<file path="config.mk">
export PLATFORM = sky130hd
export DESIGN_NAME = queue
export DESIGN_NICKNAME = d
export VERILOG_FILES = /design/src/rtl/queue.sv
export SDC_FILE = /design/constraint.sdc
export NUM_CORES = 1
export LEC_CHECK = 0
export ABC_AREA = 0
export CAP_MARGIN = 15
export CORE_MARGIN = 3
export CORE_UTILIZATION = 30
export DETAILED_ROUTE_END_ITERATION = 7
export PLACE_DENSITY = 0.57
export SYNTH_ARGS = -nofsm -noshare
export SYNTH_HDL_FRONTEND = slang
export SYNTH_SLANG_ARGS = --single-unit
export TNS_END_PERCENT = 100
</file>
<file path="constraint.sdc">
create_clock -name clock -period 7.95 [get_ports clock]
set_input_delay 0.795 -clock clock [delete_from_list [all_inputs] [get_ports clock]]
set_output_delay 0.795 -clock clock [all_outputs]
set_load 0.05 [all_outputs]
</file>
<file path="src/rtl/queue.sv">
`default_nettype none
// ============================================================================
//  Module   : queue
//  Purpose  : Photocell-driven queue occupancy counter with wait-time estimate
//  Revision : 1.0 - initial release
// ============================================================================
module queue #(
    parameter int n = 3
) (
    input  logic         clock,
    input  logic         reset,
    input  logic         phcOne,
    input  logic         phcTwo,
    input  logic [1:0]   Tcount,
    output logic [n:0]   Pcount,
    output logic [5:0]   Pwait,
    output logic         emptyFlag,
    output logic         fullFlag
);

    localparam logic [n:0] c_CAP = {1'b1, {n{1'b0}}};
    localparam int         c_W   = n + 5;

    logic       r_prev_one;
    logic       r_prev_two;
    logic       r_arm_one;
    logic       r_arm_two;
    logic [n:0] r_count;

    logic       w_entry;
    logic       w_exit;
    logic       w_inc;
    logic       w_dec;

    logic [c_W-1:0] w_sum;
    logic [c_W-1:0] w_num;
    logic [c_W-1:0] w_quot;

    // The arm bits stay clear until a photocell has been seen high after
    // reset, so a beam already broken at reset release is not counted.
    always_ff @(posedge clock or posedge reset) begin
        if (reset) begin
            r_prev_one <= 1'b1;
            r_prev_two <= 1'b1;
            r_arm_one  <= 1'b0;
            r_arm_two  <= 1'b0;
        end else begin
            r_prev_one <= phcOne;
            r_prev_two <= phcTwo;
            r_arm_one  <= r_arm_one | phcOne;
            r_arm_two  <= r_arm_two | phcTwo;
        end
    end

    assign w_entry = r_arm_one & r_prev_one & ~phcOne;
    assign w_exit  = r_arm_two & r_prev_two & ~phcTwo;
    assign w_inc   = w_entry & ~fullFlag;
    assign w_dec   = w_exit  & ~emptyFlag;

    always_ff @(posedge clock or posedge reset) begin
        if (reset) begin
            r_count <= '0;
        end else if (w_inc && !w_dec) begin
            r_count <= r_count + 1'b1;
        end else if (w_dec && !w_inc) begin
            r_count <= r_count - 1'b1;
        end
    end

    assign Pcount    = r_count;
    assign emptyFlag = (r_count == '0);
    assign fullFlag  = (r_count == c_CAP);

    // Divide-by-teller done as a small case table; only the /3 needs a divider.
    always_comb begin
        w_sum  = c_W'(r_count) + c_W'(Tcount) - c_W'(1);
        w_num  = w_sum * c_W'(3);
        w_quot = '0;
        if (!emptyFlag) begin
            case (Tcount)
                2'd1:    w_quot = w_num;
                2'd2:    w_quot = w_num >> 1;
                2'd3:    w_quot = w_num / c_W'(3);
                default: w_quot = '0;
            endcase
        end
    end

    assign Pwait = 6'(w_quot);

endmodule
`default_nettype wire

</file>
==> flow_summary.ini <==
[logic_synthesis]
avgSynthCellArea_um2 = 7.62
synth.net_count = 258
synth_cell_types = 62
syn_inst = 232
yosysSeqAreaShare_pct = 11.5
syn-cell-area_um2 = 1770
ys.flop_type = dfrtp_1
synth_edf_count = 0
yosys_warnings = 0
async_reset_ff_share_pct = 100
ys_seq_elements = 8

[min_path]
hold_depth = 1
min_to = r_arm_two$_DFF_PP0_
min_from = r_arm_two$_DFF_PP0_
hp-class = reg2reg

[clock_tree]
cts_tree = done
post-cts-setup-buffers = 0
cts_htree_levels = 1
cts_buffer_depth = 2
clk_latency_ns = 0.23
cts-root-buf = clkbuf_8
cts-resized-gates = 0
cts.clk_slew.worst_paths_ns = 0.04
clock_sinks = 8
holdBufCountCts = 0
cts_buffers = 3

[worst_setup_path]
start_kind = input port
crit_buf_inv = 5
path_max_fanout = 10
rr_endpoint = Pcount[3]$_DFFE_PP0P_
slowest_stage = clkdlybuf4s50_1
reg2reg_slack_ns = 5.46
max_stage_delay_ns = 0.56
ff2ff_path_depth = 12
cp.arrival_ns = 6.51
r2r_start = Pcount[2]$_DFFE_PP0P_
cp_cell_sequence = clkdlybuf4s50_1 > inv_1 > ha_1 > inv_1 > ha_1 > and3b_1 > or4_1 > nand2_2 > inv_2 > ha_1 > or2_2 > or4_1 > a21oi_1 > a221o_1 > nor3_1 > a221oi_1 > o2bb2ai_1 > o211ai_2 > ha_1 > nor3_1 > a2111oi_0 > a31o_1 > buf_12
crit_type = in2out
path_delay_family = compound AO/OA/AOI/OAI gates
crit_top_cell = ha_1
endpoint_kind = primary output
worstPathRequired_ns = 7.15

[layout]
final_common_cell = nand2_1
num-fill-cells = 622
final_cell_mix = 20 x nand2_1, 18 x inv_1, 17 x ha_1
antenna_cells = 0
drive_gt1_share_pct = 13.2
synthToLayoutAreaGrowth_pct = 19.1
nets = 277

[die]
die_w_um = 82.7
initial_core_util_pct = 31.5
core_area_um2 = 5610
std_cell_rows = 27
fp.dieArea_um2 = 6850
ios = 18
die_h_um = 82.7

[timing]
max_freq_ghz = 0.137
setup_tns_ns = 0
setup_viol = 0
final_hold_viol_count = 0
skew_ns = 0.00856
period_share_pct = 91.9
slew_violations = 0
rsz0062_at_grt = false
worst_pin_slew_ns = 0.632
relSlewSlack_pct = 57.5
min_period_ns = 7.31

[grt]
grt_start_max_net_pins = 15
overflow = 0
grt_pass1_vias = 1726
grt_antenna_before_repair = 0
grt_pass1_wl_um = 7910
grt_use_total_pct = 14.4

[routing]
wl_um = 4480
vias = 1796
wl_per_cell_um = 13.9
drt-vias-per-instance = 5.58
dr.pass1.iters = 5
drcViolationCount = 0
drtIter0Drc = 133
drt.antenna.violating_nets = 0

[placed_design]
gp_congestion = 0.903
portBuffers = 17
dpl.hpwl_um = 3490

[outcome]
status = complete, no violations

[job]
maxCapViolations = 0
Yosys cell counts (3+ instances only):
library cell,count,area share [%]
nand3_1,8,2.3
fa_1,3,3.4
nor3_1,10,2.8
a2111oi_0,3,1.5
buf_2,4,1.1
ha_1,17,12
xnor2_1,7,3.5
nor2_1,15,3.2
o211ai_1,7,3.0
or2_2,3,1.1
mux2i_1,6,3.4
or4_1,4,1.7
nor4_1,4,1.4
o31ai_1,4,1.7
o21ai_0,9,2.5
inv_1,18,3.8
nand2_1,20,4.2
clkbuf_1,8,1.7
a21oi_1,16,4.5
a21o_1,4,1.7
dfrtp_1,6,8.5
a221oi_1,3,1.5
and2_1,3,1.1
cell type report:
| cell class | count | area (µm²) | area share, % |
|---|---|---|---|
| Timing Repair Buffer | 26 | 253 | 12.0 |
| Sequential cell | 8 | 203 | 9.63 |
| Tap cell | 72 | 90.1 | 4.28 |
| Clock buffer | 4 | 45.0 | 2.14 |
| Inverter | 21 | 78.8 | 3.75 |
| Multi-Input combinational cell | 191 | 1440 | 68.2 |
metal layers:
metal  track usage, %  routed length [µm]
met1             20.1                2160
met2             24.4                2090
met3            0.325                 187
met4             4.08                  50
met5                0                   0
state kept, by name (all words and copies together), names as in the netlist:
| signal | flops |
|---|---|
| Pcount | 4 |
| r_arm_one | 1 |
| r_arm_two | 1 |
| r_prev_one | 1 |
| r_prev_two | 1 |
worst register-to-register path, cell delays in order, from the launching register on:
cell	delay, ns
dfrtp_1	0.41
inv_1	0.15
ha_1	0.23
and2_1	0.16
nor3_1	0.18
ha_1	0.22
inv_1	0.09
ha_1	0.27
a21o_1	0.17
a21oi_1	0.16
xnor2_1	0.13
nor2_1	0.06
xnor2_1	0.13
worst max path at each step:
| stage | from | end | slack, ns | cells after the start |
|---|---|---|---|---|
| floorplan | Tcount[0] | Pwait[0] | 1.12 | 24 |
| detailed placement | Tcount[0] | Pwait[0] | 0.68 | 23 |
| global route | Tcount[0] | Pwait[0] | 0.21 | 23 |
| global placement | Tcount[0] | Pwait[0] | 0.84 | 23 |
| CTS | Tcount[0] | Pwait[0] | 0.66 | 23 |
| finish | Tcount[0] | Pwait[0] | 0.64 | 23 |
metrics by stage:
stage	instances	setup slack, ns	hold slack (ns)	utilization, %	cell area, µm²
3_5_place_dp	318	0.677	0.462	36.7	2060
4_1_cts	322	0.663	0.472	37.5	2100
5_1_grt	322	0.213	0.485	37.5	2100
2_1_floorplan	232	1.12	0.437	-	1770
6_report	322	0.644	0.468	37.5	2100
3_3_place_gp	318	0.837	0.454	36.7	2060
cell families (layout without fill, tap and decap cells):
logic type                 Yosys count  in the layout  share of synthesized area, %
and+or+nand+nor                     83             83                          24.9
AOI/OAI and AO/OA                   69             69                          28.9
buffers and inverters               33             51                          7.29
adders and majority gates           20             20                          15.4
xor gates and xnor gates            11             11                          7.08
muxes                                8              8                          4.89
DFF                                  8              8                          11.5
Power is not shown: default switching activity piles up to over one toggle a cycle in this logic, so the estimate is an artifact.
